===== src/rtl/pipe_pkg.sv =====
// Shared pipeline types for the forwarding / hazard logic.
package pipe_pkg;

    localparam int unsigned REG_AW_DEFAULT = 5;
    // Widest bypass select any instance may request from onehot_rf().
    localparam int unsigned SEL_W_MAX      = 16;

    // Destination tag carried down the shadow pipeline.
    typedef struct packed {
        logic                      valid;
        logic [REG_AW_DEFAULT-1:0] rd;
        logic                      rw;
        logic                      mr;
    } dest_tag_t;

    localparam int unsigned TAG_W = $bits(dest_tag_t);

    // Bypass select that picks the register file (bit0); callers truncate to width.
    function automatic logic [SEL_W_MAX-1:0] onehot_rf();
        return SEL_W_MAX'(1);
    endfunction

endpackage


===== src/rtl/fwd_select.sv =====
// Priority matcher: one-hot bypass select for one EX source operand.
// The nearest qualifying stage wins; with no match the register file is selected.
module fwd_select
    import pipe_pkg::*;
#(
    parameter int unsigned REG_AW     = REG_AW_DEFAULT,
    parameter int unsigned FWD_STAGES = 2,
    parameter int unsigned LOAD_LAT   = 1
) (
    input  logic                    ex_valid,
    input  logic [REG_AW-1:0]       src,
    input  dest_tag_t [FWD_STAGES:1] stg,
    output logic [FWD_STAGES:0]     sel
);

    localparam int unsigned SEL_W = FWD_STAGES + 1;

    logic [SEL_W-1:0] qual;
    logic [SEL_W-1:0] lowest;

    assign qual[0] = 1'b0;

    // Per-stage candidate: live writer of a non-zero rd matching src, load data ready.
    for (genvar k = 1; k <= FWD_STAGES; k++) begin : g_qual
        localparam bit LOAD_READY = (k >= LOAD_LAT + 1);
        assign qual[k] = ex_valid
                       && stg[k].valid
                       && stg[k].rw
                       && (stg[k].rd != '0)
                       && (stg[k].rd == REG_AW_DEFAULT'(src))
                       && (!stg[k].mr || LOAD_READY);
    end

    // Isolate the lowest set bit, i.e. the youngest producer.
    assign lowest = qual & (~qual + SEL_W'(1));

    // Fall back to the register file when nothing qualifies.
    always_comb begin
        sel = SEL_W'(onehot_rf());
        if (qual != '0) begin
            sel = lowest;
        end
    end

endmodule


===== src/rtl/fwd_hazard_unit.sv =====
// Forwarding and load-use hazard unit for the in-order pipeline.
// Tracks in-flight destination tags for EX plus FWD_STAGES post-EX stages,
// produces one-hot EX operand bypass selects and the ID load-use stall.
// REG_AW must not exceed pipe_pkg::REG_AW_DEFAULT (tag width).
// Optional: define FWD_HAZARD_STATS_EN to add saturating stall/forward counters.
module fwd_hazard_unit
    import pipe_pkg::*;
#(
    parameter int unsigned REG_AW     = REG_AW_DEFAULT,
    parameter int unsigned FWD_STAGES = 2,
    parameter int unsigned LOAD_LAT   = 1
) (
    input  logic                  clk,
    input  logic                  rst_n,
    input  logic                  id_valid,
    input  logic [REG_AW-1:0]     id_rs,
    input  logic [REG_AW-1:0]     id_rt,
    input  logic [REG_AW-1:0]     id_rd,
    input  logic                  id_reg_write,
    input  logic                  id_mem_read,
    input  logic                  flush,
    output logic                  stall,
    output logic [FWD_STAGES:0]   fwd_a,
    output logic [FWD_STAGES:0]   fwd_b
`ifdef FWD_HAZARD_STATS_EN
    ,
    output logic [31:0]           stall_cycles,
    output logic [31:0]           fwd_events
`endif
);

    localparam int unsigned STG_BITS = FWD_STAGES * TAG_W;

    dest_tag_t                 ex_tag;
    logic [REG_AW-1:0]         ex_rs;
    logic [REG_AW-1:0]         ex_rt;
    dest_tag_t [FWD_STAGES:1]  stg;
    dest_tag_t [FWD_STAGES:0]  all_tags;
    logic                      issue;
    logic [FWD_STAGES:0]       hit_rs;
    logic [FWD_STAGES:0]       hit_rt;

    assign issue = id_valid && !stall && !flush;

    // EX entry capture and shadow shift; the oldest stage falls off the end.
    always_ff @(posedge clk or negedge rst_n) begin
        if (!rst_n) begin
            ex_tag <= '0;
            ex_rs  <= '0;
            ex_rt  <= '0;
            stg    <= '0;
        end else begin
            stg       <= STG_BITS'({stg, ex_tag});
            ex_tag.valid <= issue;
            ex_tag.rd    <= REG_AW_DEFAULT'(id_rd);
            ex_tag.rw    <= id_reg_write;
            ex_tag.mr    <= id_mem_read;
            ex_rs     <= id_rs;
            ex_rt     <= id_rt;
        end
    end

    // Position 0 is EX, position k is post-EX stage k.
    assign all_tags = {stg, ex_tag};

    // A load at position j is not yet forwardable to the next EX while j < LOAD_LAT.
    for (genvar j = 0; j <= FWD_STAGES; j++) begin : g_hit
        if (j < LOAD_LAT) begin : g_pending
            assign hit_rs[j] = all_tags[j].valid && all_tags[j].rw && all_tags[j].mr
                             && (all_tags[j].rd != '0)
                             && (all_tags[j].rd == REG_AW_DEFAULT'(id_rs));
            assign hit_rt[j] = all_tags[j].valid && all_tags[j].rw && all_tags[j].mr
                             && (all_tags[j].rd != '0)
                             && (all_tags[j].rd == REG_AW_DEFAULT'(id_rt));
        end else begin : g_ready
            assign hit_rs[j] = 1'b0;
            assign hit_rt[j] = 1'b0;
        end
    end

    assign stall = id_valid && !flush && ((|hit_rs) || (|hit_rt));

    fwd_select #(
        .REG_AW     (REG_AW),
        .FWD_STAGES (FWD_STAGES),
        .LOAD_LAT   (LOAD_LAT)
    ) u_sel_a (
        .ex_valid (ex_tag.valid),
        .src      (ex_rs),
        .stg      (stg),
        .sel      (fwd_a)
    );

    fwd_select #(
        .REG_AW     (REG_AW),
        .FWD_STAGES (FWD_STAGES),
        .LOAD_LAT   (LOAD_LAT)
    ) u_sel_b (
        .ex_valid (ex_tag.valid),
        .src      (ex_rt),
        .stg      (stg),
        .sel      (fwd_b)
    );

`ifdef FWD_HAZARD_STATS_EN
    logic [1:0]  fwd_inc;
    logic [32:0] fwd_sum;

    assign fwd_inc = 2'(ex_tag.valid && !fwd_a[0]) + 2'(ex_tag.valid && !fwd_b[0]);
    assign fwd_sum = {1'b0, fwd_events} + 33'(fwd_inc);

    // Saturating event counters.
    always_ff @(posedge clk or negedge rst_n) begin
        if (!rst_n) begin
            stall_cycles <= '0;
            fwd_events   <= '0;
        end else begin
            if (stall && (stall_cycles != '1)) begin
                stall_cycles <= stall_cycles + 32'd1;
            end
            fwd_events <= fwd_sum[32] ? '1 : fwd_sum[31:0];
        end
    end
`endif

endmodule


===== config.mk =====
export PLATFORM = sky130hd
export DESIGN_NAME = fwd_hazard_unit
export DESIGN_NICKNAME = d
export VERILOG_FILES = /design/src/rtl/pipe_pkg.sv /design/src/rtl/fwd_select.sv /design/src/rtl/fwd_hazard_unit.sv
export SDC_FILE = /design/constraint.sdc
export NUM_CORES = 1
export LEC_CHECK = 0
export ABC_AREA = 0
export BUFFER_PORTS_ARGS = -buffer_cell sky130_fd_sc_hd__buf_2
export CAP_MARGIN = 25
export CELL_PAD_IN_SITES_DETAIL_PLACEMENT = 1
export CELL_PAD_IN_SITES_GLOBAL_PLACEMENT = 1
export CORE_MARGIN = 10
export CORE_UTILIZATION = 42
export CTS_CLUSTER_DIAMETER = 200
export CTS_CLUSTER_SIZE = 14
export DETAILED_ROUTE_END_ITERATION = 10
export PLACE_DENSITY_LB_ADDON = 0.3
export REMOVE_ABC_BUFFERS = 1
export SYNTH_ARGS = -nofsm -noshare
export SYNTH_HDL_FRONTEND = slang
export SYNTH_SLANG_ARGS = --single-unit

===== constraint.sdc =====
create_clock -name clk -period 2.05 [get_ports clk]
set_clock_uncertainty 0.15 [all_clocks]
set_input_delay 0.205 -clock clk [delete_from_list [all_inputs] [get_ports clk]]
set_output_delay 0.205 -clock clk [all_outputs]
set_load 0.01 [all_outputs]

---- Yosys cells after proc, flatten, opt, wreduce, memory -nomap -nowiden ----
Index checks and enable logic that the tools add are counted.
cells by class
  muxes and demuxes ....................... 2
  eq/ne operators ......................... 6
  reductions and logical operators ........ 30
  bitwise gates (word level) .............. 4
  add/subtract/negate cells ............... 2
operators by type and width
  operator                                                        count
  5-bit == test                                                   6
  1-bit logical AND                                               21
  5-bit nonzero test                                              3
  3-bit by 1-bit adder with 3-bit output (second input constant)  2
  3-bit AND                                                       2
  3-bit two-way mux                                               2
  3-bit NOT                                                       2
  3-bit nonzero test                                              2
  1-bit logical NOT                                               3
  1-bit logical OR                                                1
word-level totals
  output and inout bits ................... 7
  register bits ........................... 33

---- Longest topological paths before layout ----
Gate-level depths: netlist (run 1).
  depth in word-level cells ............... 9
  gate-level depth with buffers ........... 4
  depth with buffers taken out ............ 4

---- By module ----
A second synthesis (run 1) with hierarchy kept.
second synthesis, totals
  cells, all modules ...................... 96
  area total of the unflattened synthesis .. 1,378.8 sq um
by module, submodules not included
  module           times used  seq. area each (sq um)  cells each  area each (sq um)
  fwd_hazard_unit  1           850.8                   54          1,011.0
  fwd_select       2           0.0                     21          183.9

---- Worst setup path before layout (run 1) ----
No wires, ideal clock.
  path kind ............................... reg2out
  start point ............................. reg, netlist name all_tags[13]
  end point ............................... out fwd_a[2]
  cell stages (with the launch flop) ...... 5
  slack ................................... 219 ps
  data arrival time ....................... 1,476 ps
  path through ............................ dfrtp_1 > or4_4 > o21ai_4 > nor4_2 > and4b_1
on the way
  word-level cells in the longest chain between the ends .. 8
  elaborated cells between the ends (all ways) .. 10
  those cells by class .................... add/sub: 1; eq/ne: 1; mux: 1; bitwise: 2; reduce/logical: 5
ends and longest elaborated chain
  item                                    RTL line               source
  5-bit nonzero test                      fwd_select.sv:29       && (stg[k].rd != '0)
  1-bit logical AND                       fwd_select.sv:29
  1-bit logical AND *                     fwd_select.sv:30       && (stg[k].rd == REG_AW_DEFAULT'(src))
  1-bit logical AND *                     fwd_select.sv:31       && (!stg[k].mr || LOAD_READY);
  3-bit NOT                               fwd_select.sv:35       assign lowest = qual & (~qual + SEL_W'(1));
  3-bit by 1-bit adder with 3-bit output  fwd_select.sv:35
  3-bit AND                               fwd_select.sv:35
  3-bit two-way mux *                     fwd_select.sv:40       if (qual != '0) begin
  end: declaration                        fwd_hazard_unit.sv:23  output logic [FWD_STAGES:0] fwd_a,
Every way passes the cells marked *; elsewhere a longest branch is shown, timed or not.

---- Worst setup path in the final report (run 1) ----
  start point ............................. reg, netlist name all_tags[21]
  end point ............................... out fwd_a[2]
on the way
  word-level cells in the longest chain between the ends .. 7
  elaborated cells between the ends (all ways) .. 9
  those cells by class .................... add/sub: 1; eq/ne: 1; mux: 1; bitwise: 2; reduce/logical: 4
ends and longest elaborated chain
  item                                    RTL line
  5-bit nonzero test                      fwd_select.sv:29
  1-bit logical AND                       fwd_select.sv:29
  1-bit logical AND *                     fwd_select.sv:30
  3-bit NOT                               fwd_select.sv:35
  3-bit by 1-bit adder with 3-bit output  fwd_select.sv:35
  3-bit AND                               fwd_select.sv:35
  3-bit two-way mux *                     fwd_select.sv:40
Marked as above.

==> impl_metrics.yaml, run 1 <==
cts:
  clockBufferDepth: 2
  clockRootBuffer: "clkbuf_4"
  cts_buffers: 5
  clk_pin_slew_ps: 90
  cts_sinks: 33
  h-tree-depth: 2
  cts_tree: "built"
  insertion_delay_ps: 320
floorplanning:
  fp.dieH_um: 75.4
  initial_core_util: 0.430
  dieArea_sq_um: 5690
  fp-row-count: 20
  core_sq_um: 3000
  ios: 28
  die_w_um: 75.4
power:
  clock_power_share: 0.291
  p_seq_frac: 0.578
  power_density_nw_per_um2: 667
  p_leak_nw: 0.828
  vdd_drop_max_mv: 0.561
  power_frac_comb: 0.131
  p_sw_mw: 0.301
  p_sw_frac: 0.243
  intPower_mw: 0.936
logic_synthesis:
  synthFlopType: "dfrtp_1"
  ys_seq_area_frac: 0.640
  synthArstFlopShare: 1.00
  synth_edf_count: 0
  synth_simple_gate_area_frac: 0.103
  syn-mean-instance-area_sq_um: 14.7
  ys_types: 18
  post-synth-top-count-cell: "dfrtp_1"
  yosys.area_share.adder: 0
  synth_area_sq_um: 1290
  synth_top_family_by_area: "XOR/XNOR gates"
  yosysTopAreaCellShare: 0.640
  synth_xor_area_frac: 0.203
  yosysTopAreaCell: "dfrtp_1"
  yosys-top-cells-area: "dfrtp_1 64%, xor2_1 14%, xnor2_1 6.8%"
  synth_compound_area_frac: 0.0543
  synthMuxAreaShare: 0
  ys_warn_count: 0
  syn_inst: 88
  synth_common_cells: "33 x dfrtp_1, 20 x xor2_1, 10 x xnor2_1"
  ys_ff_latch: 33
finish:
  final_util: 0.618
  drive_gt1_frac: 0.377
  insertedDiodeCount: 0
  nets: 175
  area_growth_pct: 43.6
hold_path:
  hp-class: "primary input to flop"
timing:
  worst_slew_pin_slew_ps: 684
  max_freq_mhz: 439
  fin_ws_ps: -228
  hold_violations: 0
  slew_headroom: 0.544
  finalCritPeriodShare: 1.11
  hold_slack_ps: 87.3
  setup_viol: 4
  grt_setup_unrepaired: "true"
  fin_crit_ps: 2280
  slew_violations: 0
critical_path:
  end_kind: "output port"
  crit_arrival_ps: 1920
  criticalPathCategory: "flop to output port"
  critPathMaxStageDelay_ps: 530
  path_cells: "or4_4, o2111ai_4, nor4_2, and4b_1, buf_2"
  cp_slowest_cell: "or4_4"
  cp_data_required_time_ps: 1690
  cp_max_fo: 2
  crit_path_start_kind: "flop"
detailed_routing:
  wl_mm: 3.12
  vias: 930
  drcViolationCount: 0
  postRouteAntennaNets: 0
  via_per_inst: 4.97
  first_pass_iters: 4
  wl_per_cell_um: 16.7
  drtIter0Drc: 15
global_routing:
  grt_pass1_vias: 1085
  grt_first_pass_wirelength_mm: 5.09
  grt_antenna_before_repair: 0
  grt_overflow: 0
  track_usage: 0.124
  grt_max_degree: 34
placement:
  port_buffers: 27
  pre_cts_ws_ps: 103
  globalplace.congestion: 0.792
  detailed_place_hpwl_mm: 2.15
run_status:
  violations: "setup timing"
  status: "complete, but fails checks"
job:
  maxCapViolCount: 0
## cell usage in the layout (no fill, tap or decap)
cell           count
nand2b_1           1
xnor2_1           10
o2111ai_2          1
dfrtp_1           33
o21ai_4            1
nor4_4             1
nand3_1            2
buf_4             14
buf_2             27
a22oi_1            1
o2111ai_4          1
clkbuf_1           1
clkbuf_8           1
xor2_1            20
o21ba_2            1
and4b_1            3
nor4_2             3
clkbuf_4           5
nor2_1             2
a31oi_1            2
dlygate4sd3_1     18
or4_4              3
nor3_1             3
## layer usage
| metal | routed length (um) | vias up | track usage |
|---|---|---|---|
| met1 | 1210 | 458 | 0.122 |
| met3 | 188 | 6 | 0.0456 |
| li1 | - | 439 | - |
| met4 | 51 | 0 | 0.0639 |
| met5 | 0 | - | 0 |
| met2 | 1660 | 27 | 0.222 |
## flip-flops by register name (all words and copies together) (netlist names)
name and cells:
all_tags 23, ex_rt 5, ex_rs 5
## final cells by class
type | instances | area (sq um)
clock buffers | 7 | 55.1
multi-input cells | 55 | 512
flip-flops and latches | 33 | 826
well taps | 33 | 41.3
repair buffers | 59 | 420
fillers | 314 | 1150
## path summary, 6_finish.rpt
path / end / slack, ps / cells after the start / start
worst max-delay path: fwd_a[2] / -230 / 5 / all_tags[21]$_DFF_PN0_
worst min-delay path: all_tags[7]$_DFF_PN0_ / 90 / 3 / id_valid
worst max register to register: all_tags[7]$_DFF_PN0_ / 540 / 3 / all_tags[3]$_DFF_PN0_
worst min register to register: all_tags[23]$_DFF_PN0_ / 230 / 0 / all_tags[15]$_DFF_PN0_
max in group asynchronous: all_tags[20]$_DFF_PN0_ / 1010 / 2 / rst_n
min in group asynchronous: all_tags[2]$_DFF_PN0_ / 290 / 2 / rst_n
## stage by stage
step	power (mW)	cell area, sq um	cells	TNS (ps)
floorplan	0.778	1290	88	0
global placement	0.831	1480	149	0
detailed placement	0.836	1480	149	0
CTS	1.24	1800	184	-866
global route	1.30	1850	187	-1330
finish	1.24	1850	187	-822
## power by group through the flow
stage / clock network (mW) / logic [mW] / registers (mW)
2_1_floorplan: 0 / 0.0552 / 0.723
3_3_place_gp: 0 / 0.0996 / 0.731
3_5_place_dp: 0 / 0.103 / 0.733
4_1_cts: 0.371 / 0.151 / 0.715
5_1_grt: 0.402 / 0.179 / 0.720
6_report: 0.360 / 0.162 / 0.716
## worst max-delay path, delay by kind of cell, from the launching register on
family / cells / cell delay, ps
simple gates: 3 / 820
flops: 1 / 410
compound gates: 1 / 240
buf+inv: 1 / 130
## cells by family after synthesis
kind of cell | Yosys count
compound gates | 7
xor+xnor | 30
flops | 33
simple gates | 18
## what timing repair did
action / CTS / global route
resized for setup: 2 / 5
pin swaps: 4 / 5
setup buffers: 10 / 3
hold buffers: 18 / 0
hold endpoints to repair: 50 / 0
setup endpoints to repair: 7 / 7
No activity file was read; power rests on OpenSTA's default activity.
==> run 2, diff against run 1 <==
--- a/config.mk
+++ b/config.mk
@@ -17,6 +17,7 @@
 export DETAILED_ROUTE_END_ITERATION = 10
 export PLACE_DENSITY_LB_ADDON = 0.3
 export REMOVE_ABC_BUFFERS = 1
+export SKIP_CTS_REPAIR_TIMING = 1
 export SYNTH_ARGS = -nofsm -noshare
 export SYNTH_HDL_FRONTEND = slang
 export SYNTH_SLANG_ARGS = --single-unit
==> constraint.sdc (replaced) <==
create_clock -name clk -period 2.05 [get_ports clk]
set_clock_uncertainty 0.15 [all_clocks]
set_input_delay 0.205 -clock clk [delete_from_list [all_inputs] [get_ports clk]]
set_output_delay 0.205 -clock clk [all_outputs]
set_load 0.02 [all_outputs]
==> impl_metrics.yaml, run 2 (synthesized netlist as in run 1, its figures left out) <==
cts:
  clockRootBuffer: "clkbuf_4"
  cts_tree: "built"
  insertion_delay_ps: 330
  clk_pin_slew_ps: 110
  clockBufferDepth: 2
  cts_buffers: 5
  cts_sinks: 33
  h-tree-depth: 2
finish:
  drive_gt1_frac: 0.324
  largest_reg_flops: 23
  fin_area_sq_um: 1790
  final_common_cell: "dfrtp_1"
  insertedDiodeCount: 0
  final_util: 0.596
  area_growth_pct: 38.7
  final_cell_mix: "33 x dfrtp_1, 23 x buf_2, 20 x xor2_1"
  nets: 165
power:
  vdd_drop_max_mv: 0.496
  power_density_nw_per_um2: 765
  p_leak_nw: 0.794
floorplanning:
  initial_core_util: 0.430
  fp-row-count: 20
  ios: 28
  die_w_um: 75.4
  dieArea_sq_um: 5690
  fp.dieH_um: 75.4
  core_sq_um: 3000
run_status:
  status: "complete, but fails checks"
  violations: "setup timing"
timing:
  setup_viol: 7
  slew_violations: 0
  finalCritPeriodShare: 1.14
  fin_crit_ps: 2330
  fin_ws_ps: -282
  max_freq_mhz: 429
  hold_slack_ps: 70.1
  worst_slew_pin_slew_ps: 703
  grt_setup_unrepaired: "true"
  hold_violations: 0
  slew_headroom: 0.531
detailed_routing:
  wl_per_cell_um: 18.1
  postRouteAntennaNets: 0
  vias: 878
  wl_mm: 3.23
  via_per_inst: 4.93
  drtIter0Drc: 27
  first_pass_iters: 3
  drcViolationCount: 0
global_routing:
  grt_max_degree: 34
  grt_pass1_vias: 899
  grt_antenna_before_repair: 0
  track_usage: 0.118
  grt_overflow: 0
  grt_first_pass_wirelength_mm: 4.69
placement:
  globalplace.congestion: 0.814
  place_area_sq_um: 1490
  port_buffers: 27
critical_path:
  crit_arrival_ps: 1980
  end_kind: "output port"
  criticalPathCategory: "flop to output port"
  cp_max_fo: 4
  r2r_cells: 3
  cp_data_required_time_ps: 1690
  crit_path_start_kind: "flop"
hold_path:
  hp-class: "primary input to flop"
  worstHoldPathCells: 3
job:
  maxCapViolCount: 0
run 2: changes by cell type in the layout (fill, tap and decap cells not counted):
cell and delta:
or4_4 -1, buf_6 +1, buf_2 -4, o2111ai_4 -1, nor4_1 +2, nor3_2 +2, o2111ai_1 +1, bufinv_16 +1
nor4_2 -1, nor4_4 -1, buf_4 -7, or4_1 +1, nor3_1 -2
run 2: metal layers:
layer / share of wire / global-route usage / vias up
met1: 0.39 / 0.123 / 428
met3: 0.069 / 0.0547 / 6
li1: - / - / 418
met5: 0 / 0 / -
met2: 0.51 / 0.189 / 26
met4: 0.023 / 0.0742 / 0
run 2: metrics by stage:
step / std cells / TNS [ps] / setup WS [ps] / power [mW]
after floorplan: 88 / 0 / 88.1 / 0.778
after global placement: 151 / 0 / 103 / 0.833
after detailed placement: 151 / 0 / 72.5 / 0.842
after CTS: 159 / -1740 / -336 / 1.36
after global routing: 178 / -2080 / -396 / 1.43
final: 178 / -1310 / -282 / 1.37
run 2: critical path: stages (launching register included):
cell and delay [ps]:
dfrtp_1 450, or4_4 550, o21ai_4 170, nor4_2 80
and4b_1 260, buf_6 120
run 2: area by class of cell:
type | count | area [sq um]
fillers | 310 | 1210
clock buffers | 7 | 55.1
multi-input cells | 55 | 479
well taps | 33 | 41.3
clock inverters | 1 | 30.0
flip-flops and latches | 33 | 826
repair buffers | 49 | 359
run 2: power by group:
group	leakage [nW]	total, mW	switching, mW	internal, mW
clock network	0.0455	0.510	0.218	0.291
registers	0.388	0.720	0.0363	0.684
logic	0.360	0.141	0.0629	0.0780
total	0.794	1.37	0.318	1.05
run 2: final timing paths:
kind	from	to	slack, ps
worst max-delay path	all_tags[14]$_DFF_PN0_	fwd_b[2]	-280
worst min-delay path	id_valid	all_tags[7]$_DFF_PN0_	70
worst max register to register	all_tags[3]$_DFF_PN0_	all_tags[7]$_DFF_PN0_	450
worst min register to register	all_tags[9]$_DFF_PN0_	all_tags[17]$_DFF_PN0_	230
max in group asynchronous	rst_n	all_tags[15]$_DFF_PN0_	1000
min in group asynchronous	rst_n	ex_rt[1]$_DFF_PN0_	290
==> run 3, diff against run 2 <==
--- a/config.mk
+++ b/config.mk
@@ -16,6 +16,7 @@
 export CTS_CLUSTER_SIZE = 14
 export DETAILED_ROUTE_END_ITERATION = 10
 export PLACE_DENSITY_LB_ADDON = 0.3
+export RECOVER_POWER = 50
 export REMOVE_ABC_BUFFERS = 1
 export SKIP_CTS_REPAIR_TIMING = 1
 export SYNTH_ARGS = -nofsm -noshare
==> impl_metrics.yaml, run 3 (synthesized netlist as in run 1, its figures left out) <==
finish:
  nets: 165
  insertedDiodeCount: 0
  final_cell_mix: "33 x dfrtp_1, 20 x xor2_1, 18 x dlygate4sd3_1"
  fin_cells: 178
  area_growth_pct: 37.4
  fill_cells: 317
  largest_reg_flops: 23
  fin_area_sq_um: 1770
  final_common_cell: "dfrtp_1"
  drive_gt1_frac: 0.248
cts:
  cts_buffers: 5
  h-tree-depth: 2
  clockRootBuffer: "clkbuf_4"
  clk_pin_slew_ps: 110
  insertion_delay_ps: 330
  cts_sinks: 33
  cts_tree: "built"
  clockBufferDepth: 2
timing:
  hold_violations: 0
  setup_viol: 7
  fin_ws_ps: -277
  grt_setup_unrepaired: "true"
  finalCritPeriodShare: 1.14
  worst_slew_pin_slew_ps: 785
  fin_crit_ps: 2330
  slew_headroom: 0.476
  slew_violations: 0
  max_freq_mhz: 430
power:
  clock_power_share: 0.372
  p_seq_frac: 0.527
  power_frac_comb: 0.101
  p_leak_nw: 0.763
  intPower_mw: 1.05
  power_density_nw_per_um2: 770
  p_sw_mw: 0.317
  vdd_drop_max_mv: 0.494
  p_sw_frac: 0.232
floorplanning:
  die_w_um: 75.4
  dieArea_sq_um: 5690
  core_sq_um: 3000
  initial_core_util: 0.430
  fp-row-count: 20
  ios: 28
  fp.dieH_um: 75.4
critical_path:
  cp_max_fo: 4
  crit_arrival_ps: 1970
  crit_path_start_kind: "flop"
  criticalPathCategory: "flop to output port"
  end_kind: "output port"
  cp_data_required_time_ps: 1690
detailed_routing:
  via_per_inst: 4.90
  drtIter0Drc: 25
  wl_per_cell_um: 18.2
  wl_mm: 3.24
  postRouteAntennaNets: 0
  first_pass_iters: 3
  vias: 873
  drcViolationCount: 0
global_routing:
  grt_antenna_before_repair: 0
  grt_max_degree: 34
  track_usage: 0.118
  grt_first_pass_wirelength_mm: 4.69
  grt_pass1_vias: 899
  grt_overflow: 0
job:
  maxCapViolCount: 0
placement:
  place_area_sq_um: 1490
  globalplace.congestion: 0.814
  port_buffers: 27
  placed_cells: 151
hold_path:
  hp-class: "primary input to flop"
run_status:
  status: "complete, but fails checks"
  violations: "setup timing"
## run 3: changes by cell type in the layout (fill, tap and decap cells not counted), sizes merged
| cell | change |
|---|---|
| buf | -12 |
| clkbuf | +12 |
## run 3: per-layer routing
metal / track usage / wire length (um) / vias up
li1: - / - / 417
met1: 0.123 / 1280 / 426
met2: 0.189 / 1680 / 26
met3: 0.0547 / 214 / 4
met4: 0.0742 / 68 / 0
met5: 0 / 0 / -
## run 3: worst max-delay path, stage by stage (launching register included)
cell	delay, ps
dfrtp_1	450
or4_4	550
o21ai_4	170
nor4_2	80
and4b_1	260
buf_6	120
## run 3: path summary, 6_finish.rpt
check	slack [ps]	startpoint	end	depth (start not counted)
max	-280	all_tags[14]$_DFF_PN0_	fwd_b[2]	5
min	70	id_valid	all_tags[7]$_DFF_PN0_	3
max reg2reg	450	all_tags[3]$_DFF_PN0_	all_tags[7]$_DFF_PN0_	3
min reg2reg	230	all_tags[9]$_DFF_PN0_	all_tags[17]$_DFF_PN0_	0
max in group asynchronous	930	rst_n	all_tags[17]$_DFF_PN0_	2
min in group asynchronous	320	rst_n	ex_rs[3]$_DFF_PN0_	2
## run 3: layout make-up
| class | instances | area (sq um) | share of cell area |
|---|---|---|---|
| sequential | 33 | 826 | 0.465 |
| clock inverter | 1 | 30.0 | 0.0169 |
| multi-input combinational | 55 | 479 | 0.270 |
| clock buffer | 7 | 55.1 | 0.0310 |
| timing repair buffer | 49 | 343 | 0.193 |
| tap | 33 | 41.3 | 0.0233 |
## run 3: power by group through the flow
stage               registers [mW]  logic [mW]  clock network (mW)
global placement             0.731       0.103                   0
CTS                          0.720       0.110               0.525
floorplan                    0.723      0.0554                   0
finish                       0.720       0.137               0.508
detailed placement           0.733       0.109                   0
global route                 0.725       0.152               0.553
## run 3: through the flow
step | total power, mW | worst slack (ps) | TNS [ps] | hold WS (ps) | util
final | 1.37 | -277 | -1280 | 69.0 | 0.591
after global routing | 1.43 | -396 | -2080 | 59.7 | 0.591
after CTS | 1.36 | -336 | -1740 | -251 | 0.525
after detailed placement | 0.842 | 72.5 | 0 | 146 | 0.496
after global placement | 0.833 | 103 | 0 | 129 | 0.496
after floorplan | 0.778 | 88.1 | 0 | -241 | -
